[src/rtl/reg_file_wb_ctrl.sv]
// Phase sequencer and write-port arbiter for the 8x8 register file.
// One ALU/MEM grant per 4-phase cycle, round-robin on conflict.
module reg_file_wb_ctrl #(
  parameter int N = 8,
  parameter int W = 8
) (
  input  logic                 CLK,
  input  logic                 init_n,
  input  logic                 stall,
  output logic [1:0]           counter,
  input  logic                 alu_req,
  input  logic [$clog2(N)-1:0] alu_addr,
  input  logic [W-1:0]         alu_data,
  output logic                 alu_ack,
  input  logic                 mem_req,
  input  logic [$clog2(N)-1:0] mem_addr,
  input  logic [W-1:0]         mem_data,
  output logic                 mem_ack,
  output logic                 write_en,
  output logic [$clog2(N)-1:0] waddr,
  output logic [W-1:0]         data_in,
  output logic [7:0]           conflict_cnt
);

  logic last_grant;
  logic arb;
  logic both;
  logic grant;
  logic grant_mem;

  // Arb edge detect and winner selection
  always_comb begin
    arb       = (counter == 2'd0) && !stall;
    both      = alu_req && mem_req;
    grant     = 1'b0;
    grant_mem = 1'b0;
    unique case (1'b1)
      both: begin
        grant     = 1'b1;
        grant_mem = !last_grant;
      end
      mem_req && !alu_req: begin
        grant     = 1'b1;
        grant_mem = 1'b1;
      end
      alu_req && !mem_req: begin
        grant     = 1'b1;
      end
      default: ;
    endcase
  end

  // Free-running phase counter, frozen by stall
  always_ff @(posedge CLK or negedge init_n) begin
    if (!init_n) begin
      counter <= 2'd0;
    end else if (!stall) begin
      counter <= counter + 2'd1;
    end
  end

  // Ack pulses: set on a won arb edge, cleared on any other edge
  always_ff @(posedge CLK or negedge init_n) begin
    if (!init_n) begin
      alu_ack <= 1'b0;
      mem_ack <= 1'b0;
    end else begin
      alu_ack <= arb && grant && !grant_mem;
      mem_ack <= arb && grant && grant_mem;
    end
  end

  // Write port, held for the whole period after an arb edge
  always_ff @(posedge CLK or negedge init_n) begin
    if (!init_n) begin
      write_en <= 1'b0;
      waddr    <= '0;
      data_in  <= '0;
    end else if (arb) begin
      write_en <= grant;
      if (grant) begin
        waddr   <= grant_mem ? mem_addr : alu_addr;
        data_in <= grant_mem ? mem_data : alu_data;
      end
    end
  end

  // Round-robin memory: 0 = ALU won last, 1 = MEM won last
  always_ff @(posedge CLK or negedge init_n) begin
    if (!init_n) begin
      last_grant <= 1'b0;
    end else if (arb && grant) begin
      last_grant <= grant_mem;
    end
  end

  // Saturating conflict counter
  always_ff @(posedge CLK or negedge init_n) begin
    if (!init_n) begin
      conflict_cnt <= 8'd0;
    end else if (arb && both && conflict_cnt != 8'hFF) begin
      conflict_cnt <= conflict_cnt + 8'd1;
    end
  end

endmodule

[config.mk]
export PLATFORM = sky130hd
export DESIGN_NAME = reg_file_wb_ctrl
export DESIGN_NICKNAME = d
export VERILOG_FILES = /design/src/rtl/reg_file_wb_ctrl.sv
export SDC_FILE = /design/constraint.sdc
export NUM_CORES = 1
export LEC_CHECK = 0
export ABC_AREA = 1
export CORE_UTILIZATION = 26
export DETAILED_ROUTE_END_ITERATION = 8
export GPL_ROUTABILITY_DRIVEN = 0
export PLACE_DENSITY = 0.64
export SETUP_SLACK_MARGIN = 0.05
export SLEW_MARGIN = 20
export SYNTH_ARGS = -nofsm -noshare
export SYNTH_HDL_FRONTEND = slang
export SYNTH_SLANG_ARGS = --single-unit
[constraint.sdc]
create_clock -name CLK -period 1.4 [get_ports CLK]
set_input_delay 0.28 -clock CLK [delete_from_list [all_inputs] [get_ports CLK]]
set_output_delay 0.28 -clock CLK [all_outputs]
set_load 0.01 [all_outputs]
==> results of run 1 <==
-- cells by family after synthesis --
| logic type | after synthesis | share of synthesized area [%] |
|---|---|---|
| XOR/XNOR | 4 | 2.936 |
| adder cells (fa/ha/maj) | 2 | 2.096 |
| flip-flops | 25 | 52.41 |
| buffers and inverters | 14 | 5.660 |
| AO/OA/AOI/OAI | 3 | 1.257 |
| AND/OR/NAND/NOR | 103 | 35.64 |
-- routing by layer --
metal | track usage, % | up-vias | part of all wire (%)
met2 | 24.38 | 35 | 51
met1 | 15.59 | 554 | 41
met4 | 3.333 | 0 | 0.94
met5 | 0 | - | 0
li1 | - | 621 | -
met3 | 4.215 | 4 | 7.4
-- power groups by stage --
| stage | sequential (W) | clock [W] | combinational (W) |
|---|---|---|---|
| 4_1_cts | 0.00110 | 0.000444 | 0.00129 |
| 3_3_place_gp | 0.00114 | 0 | 0.00123 |
| 3_5_place_dp | 0.00114 | 0 | 0.00124 |
| 2_1_floorplan | 0.00124 | 0 | 0.000426 |
| 5_1_grt | 0.00115 | 0.000479 | 0.00158 |
| 6_report | 0.00111 | 0.000425 | 0.00143 |
-- worst reg2reg max path, cell delays in order, from the launching register on --
cell and delay (ns):
dfrtp_1 0.39, inv_2 0.07, ha_4 0.14, nand2_4 0.05, buf_6 0.12, nor2_4 0.07
inv_2 0.06, nor2_4 0.11, buf_6 0.16, nand2_2 0.07, nand3_2 0.05
-- worst max-delay path by stage --
stage / slack (ns) / depth (start not counted) / endpoint / from
detailed placement: -0.35 / 5 / data_in[3] / mem_req
floorplan: 0.13 / 9 / data_in[2] / counter[0]
finish: 0.06 / 10 / data_in[1] / counter[0]
global placement: -0.36 / 5 / waddr[1] / mem_req
global route: -0.02 / 10 / waddr[2] / counter[1]
CTS: 0.004 / 10 / data_in[1] / counter[1]
-- cell usage in the layout, fill, tap and decap left out, drive strengths merged --
cell           count
ha                 2
nand3             15
nand2             76
xnor2              3
nor2              12
clkdlybuf4s15      1
o21ai              3
xor2               1
dfrtp             25
inv               11
dlygate4sd2       23
buf               25
clkbuf             4
nand4              1
clkdlybuf4s50     26
-- per-stage QoR --
| stage | setup WS (ns) | util, % |
|---|---|---|
| floorplan | 0.1308 | - |
| global placement | -0.3608 | 41.41 |
| finish | 0.06004 | 49.06 |
| global route | -0.02287 | 49.06 |
| detailed placement | -0.3501 | 41.41 |
| CTS | 0.004288 | 45.89 |
-- area by class of cell --
cell class | count | area share [%]
clock buffer | 4 | 2.094
inverter | 11 | 2.152
multi-input combinational | 113 | 31.36
sequential | 25 | 29.14
tap | 52 | 3.025
timing repair buffer | 75 | 32.23
-- sequential cells by signal (all words and copies together) (netlist names) --
signal	count
alu_ack	1
conflict_cnt	8
counter	2
data_in	8
last_grant	1
mem_ack	1
waddr	3
write_en	1
-- timing repair --
item,in CTS,in global routing
gates cloned,0,1
gates resized for setup,51,32
hold buffers,0,0
pin swaps,4,12
endpoints found under the setup margin,43,21
setup buffers,11,3
==> impl_metrics.toml, run 1 <==
[detailed_routing]
drt_wl_total_um = 3179
wl_per_cell_um = 11.35
dr.pass1.iters = 2
drc = 0
vias = 1214
drtIter0Drc = 37
final_antenna_net_count = 0
vias_per_cell = 4.336

[cells_and_area]
fin_area_um2 = 2151
nets = 258
drive_gt1_share_pct = 32.89
n_antenna_cell = 0
instances_no_fill = 280
seq_area_um2 = 626.9
multiInputGateArea_um2 = 674.4
fillers = 451
syn2layout_area_growth_pct = 80.19

[global_routing]
grt_max_degree = 26
grt_pass1_vias = 1226
track_usage_pct = 13.55
antenna_found_initial = 0
grt_pass1_wl_um = 5264
grt.overflow.total = 0

[timing]
finalSetupTns_ns = 0
tightest_slew_ns = 0.3244
slew_headroom_pct = 78.37
period_needed_ns = 1.340
fin_crit_sh_pct = 95.71
slew_violations = 0
rsz0062_at_grt = "true"
whs_ns = 0.3781
fin_worst_skew_ns = 0.002949
fmax_mhz = 746.3
final_hold_viol_count = 0
finalSetupViolations = 0

[critical_path]
r2r_cells = 10
required_ns = 1.60
path_cells = "inv_2 > ha_4 > nand2_4 > buf_6 > nor2_4 > inv_2 > nor2_4 > buf_6 > nand2_2 > nand3_2"
reg2reg_from = "counter[0]"
critical_path_class = "flip-flop to flip-flop"
timing.rr.end = "data_in[1]"
r2r_slack_ns = 0.06
path_max_fanout = 7
path_delay_family = "buffers and inverters"
end_kind = "flip-flop"
cp.arrival_ns = 1.54
slowest_stage = "dfrtp_1"
crit_buf_inv = 4
cp-start-kind = "flip-flop"
slowest_delay_ns = 0.39

[outcome]
status = "finished clean"

[die]
rows = 24
design.core.area_um2 = 4384
die_y_um = 69.76
start_util_pct = 27.23
die_area_um2 = 4866
die_x_um = 69.76
io_pins = 51

[synth]
synth_edf_count = 0
netlist.area_leader.share_pct = 52.41
synth_cells = 151
synth_common_cells = "nand2_1 (74), dfrtp_1 (25), nand3_1 (15)"
ys_seq_area_share_pct = 52.41
synth_warnings = 0
synth_top_area_cell = "dfrtp_1"
yosys.cell_count.top_type = "nand2_1"
syn_nets = 180
ys_types = 16
ys_seq_elements = 25
yosys-top-cells-area = "dfrtp_1 (52%), nand2_1 (23%), nand3_1 (6.3%), inv_1 (2.5%), nor2_1 (2.5%)"
synth_area_per_cell_um2 = 7.905
ys.flop_type = "dfrtp_1"
netlist_area_um2 = 1194
async_flop_share_pct = 100.0

[run]
max_cap_viol_count = 0

[placement]
io_buffers = 50
placed_cell_area_um2 = 1815
dp_hpwl_um = 2027
dp_cells = 261

[cts]
htree_num_levels = 1
cts_buffers = 3
clock_latency_ns = 0.26
cts_tree = "built"
cts-root-buf = "clkbuf_8"
clkTransAtPathRegs_ns = 0.09
clkSinkCount = 25
clockBufferDepth = 2

[power_and_ir_drop]
ir_drop_uv = 652.9
p_int_w = 0.001905
switching_share_pct = 35.70
power_density_nw_per_um2 = 1378
p_switching_w = 0.001058
p_clk_share_pct = 14.3
p_seq_share_pct = 37.6
p_leak_nw = 1.088
pwr-share-comb_pct = 48.1
total_power_w = 0.002963

[hold_path]
hp-class = "input port to async pin"
Power figures use the tool's default switching activity.
==> run 2: changes to the inputs <==
--- a/config.mk
+++ b/config.mk
@@ -6,12 +6,14 @@
 export NUM_CORES = 1
 export LEC_CHECK = 0
 export ABC_AREA = 1
+export CORE_ASPECT_RATIO = 1.2
 export CORE_UTILIZATION = 26
+export CTS_BUF_LIST = sky130_fd_sc_hd__clkbuf_8
 export DETAILED_ROUTE_END_ITERATION = 8
 export GPL_ROUTABILITY_DRIVEN = 0
 export PLACE_DENSITY = 0.64
 export SETUP_SLACK_MARGIN = 0.05
-export SLEW_MARGIN = 20
+export SLEW_MARGIN = 40
 export SYNTH_ARGS = -nofsm -noshare
 export SYNTH_HDL_FRONTEND = slang
 export SYNTH_SLANG_ARGS = --single-unit
==> impl_metrics.toml, run 2 (synthesized netlist as in run 1, its figures left out) <==
[global_routing]
use_met1_pct = 14.27
antenna_found_initial = 0
grt_pass1_vias = 1133
grt_max_degree = 26
busiest_layer = "met2"
grt_pass1_wl_um = 4919
grt.overflow.total = 0
met3_usage_pct = 2.246
met2_usage_pct = 23.62
track_usage_pct = 12.71

[cells_and_area]
reg.largest.list = "conflict_cnt (8), data_in (8), waddr (3)"
nets = 254
final_cell_mix = "nand2_1 (70), clkdlybuf4s50_1 (26), dfrtp_1 (23)"
fillers = 439
syn2layout_area_growth_pct = 72.01
drive_gt1_share_pct = 22.32
final_common_cell = "nand2_1"
n_antenna_cell = 0

[timing]
final_hold_viol_count = 0
slew_violations = 0
rsz0062_at_grt = "true"
finalSetupViolations = 0
fmax_mhz = 725.5
fin_crit_sh_pct = 98.45
fin_worst_skew_ns = 0.005218
whs_ns = 0.3725
period_needed_ns = 1.378
worst_slack_ns = 0.02167
tightest_slew_ns = 0.3234
slew_headroom_pct = 78.44

[cts]
cts_tree = "built"
clock_latency_ns = 0.26
cts-root-buf = "clkbuf_8"
clockBufferDepth = 2
htree_num_levels = 1
hold_buffers = 0
cts_buffers = 3
clkTransAtPathRegs_ns = 0.09
clkSinkCount = 25

[detailed_routing]
final_antenna_net_count = 0
drt_wl_total_um = 2991
dr.pass1.iters = 4
drtIter0Drc = 77
wl_per_cell_um = 10.68
drc = 0
vias = 1165
vias_per_cell = 4.161

[critical_path]
path_delay_family = "buffers and inverters"
path_cells = "inv_2 > ha_4 > nand2_4 > buf_6 > nor2_4 > inv_2 > nor2_4 > clkbuf_16 > nand2_1 > nand3_1"
end_kind = "flip-flop"
slowest_delay_ns = 0.39
cp-start-kind = "flip-flop"
slowest_stage = "dfrtp_1"
crit_buf_inv = 4
worstSetupPathDepth = 10
cp.arrival_ns = 1.58
path_max_fanout = 6
required_ns = 1.60
r2r_cells = 10
critical_path_class = "flip-flop to flip-flop"

[power_and_ir_drop]
pwr-share-comb_pct = 47.8
p_seq_share_pct = 37.9
p_int_w = 0.001915
p_leak_nw = 1.046
switching_share_pct = 34.78
p_clk_share_pct = 14.4
power_density_nw_per_um2 = 1430
p_switching_w = 0.001021
ir_drop_uv = 516.9

[die]
die_x_um = 63.85
start_util_pct = 27.59
design.core.area_um2 = 4327
die_area_um2 = 4867
rows = 26
io_pins = 51
die_y_um = 76.22

[run]
max_cap_viol_count = 0

[placement]
dpl_worst_slack_ns = -0.3963
dp_hpwl_um = 1994
io_buffers = 50

[outcome]
status = "finished clean"

[hold_path]
hp-class = "input port to async pin"
[run 2: cell types whose count changed in the layout (fill, tap and decap cells not counted), moves of 2 or more]
| cell | previous run | this run |
|---|---|---|
| nand3_2 | 12 | 4 |
| buf_4 | 16 | 18 |
| nand2_1 | 54 | 70 |
| buf_6 | 9 | 4 |
| nand3_1 | 3 | 11 |
| nand2_2 | 19 | 2 |
[run 2: cell type report]
class                   count  area [um2]  area share [%]
clock buffers               3       41.29           2.011
clock inverters             1       3.754          0.1828
inverters                  11       43.79           2.133
multi-input cells         112       588.1           28.64
flip-flops and latches     25       628.1           30.59
well taps                  56       70.07           3.413
repair buffers             72       678.2           33.03
[run 2: path summary, 6_finish.rpt]
check / slack (ns) / endpoint / start
setup / recovery: 0.02 / data_in[3] / counter[1]
hold / removal: 0.37 / counter[1] / init_n
setup reg to reg: 0.02 / data_in[3] / counter[1]
hold reg to reg: 0.50 / data_in[2] / data_in[2]
max in group asynchronous: 0.76 / conflict_cnt[5] / init_n
min in group CLK: 0.50 / data_in[2] / data_in[2]
[run 2: power by group through the flow]
stage / clock network [W] / logic [W] / registers (W)
floorplan: 0 / 0.000426 / 0.00124
global placement: 0 / 0.00125 / 0.00113
detailed placement: 0 / 0.00127 / 0.00113
CTS: 0.000435 / 0.00119 / 0.00110
global route: 0.000472 / 0.00156 / 0.00114
finish: 0.000421 / 0.00140 / 0.00111
[run 2: worst reg2reg max path, stage by stage, from the launching register on]
cell and delay (ns):
dfrtp_1 0.39, inv_2 0.09, ha_4 0.14, nand2_4 0.04, buf_6 0.12, nor2_4 0.07
inv_2 0.06, nor2_4 0.13, clkbuf_16 0.17, nand2_1 0.05, nand3_1 0.06
[run 2: timing repair]
item	4_1_cts	5_1_grt
resized for setup	32	25
hold endpoints to repair	0	0
pin swaps	1	4
buffers inserted	8	3
endpoints found under the setup margin	43	21
cloned	0	1
[run 2: routing by layer]
layer | wire length, um | part of all wire [%]
met1 | 1251 | 42
met2 | 1592 | 53
met3 | 131 | 4.4
met4 | 15 | 0.50
met5 | 0 | 0
[run 2: through the flow]
stage | total power [W] | utilization (%) | cell area (um2) | std cells | TNS (ns)
4_1_cts | 0.002732 | 44.33 | 1918 | 276 | -0.03046
5_1_grt | 0.003175 | 47.46 | 2053 | 280 | -0.5865
2_1_floorplan | 0.001669 | - | 1194 | 151 | 0
3_3_place_gp | 0.002385 | 41.90 | 1813 | 264 | -5.542
3_5_place_dp | 0.002406 | 41.90 | 1813 | 264 | -6.094
6_report | 0.002936 | 47.46 | 2053 | 280 | 0
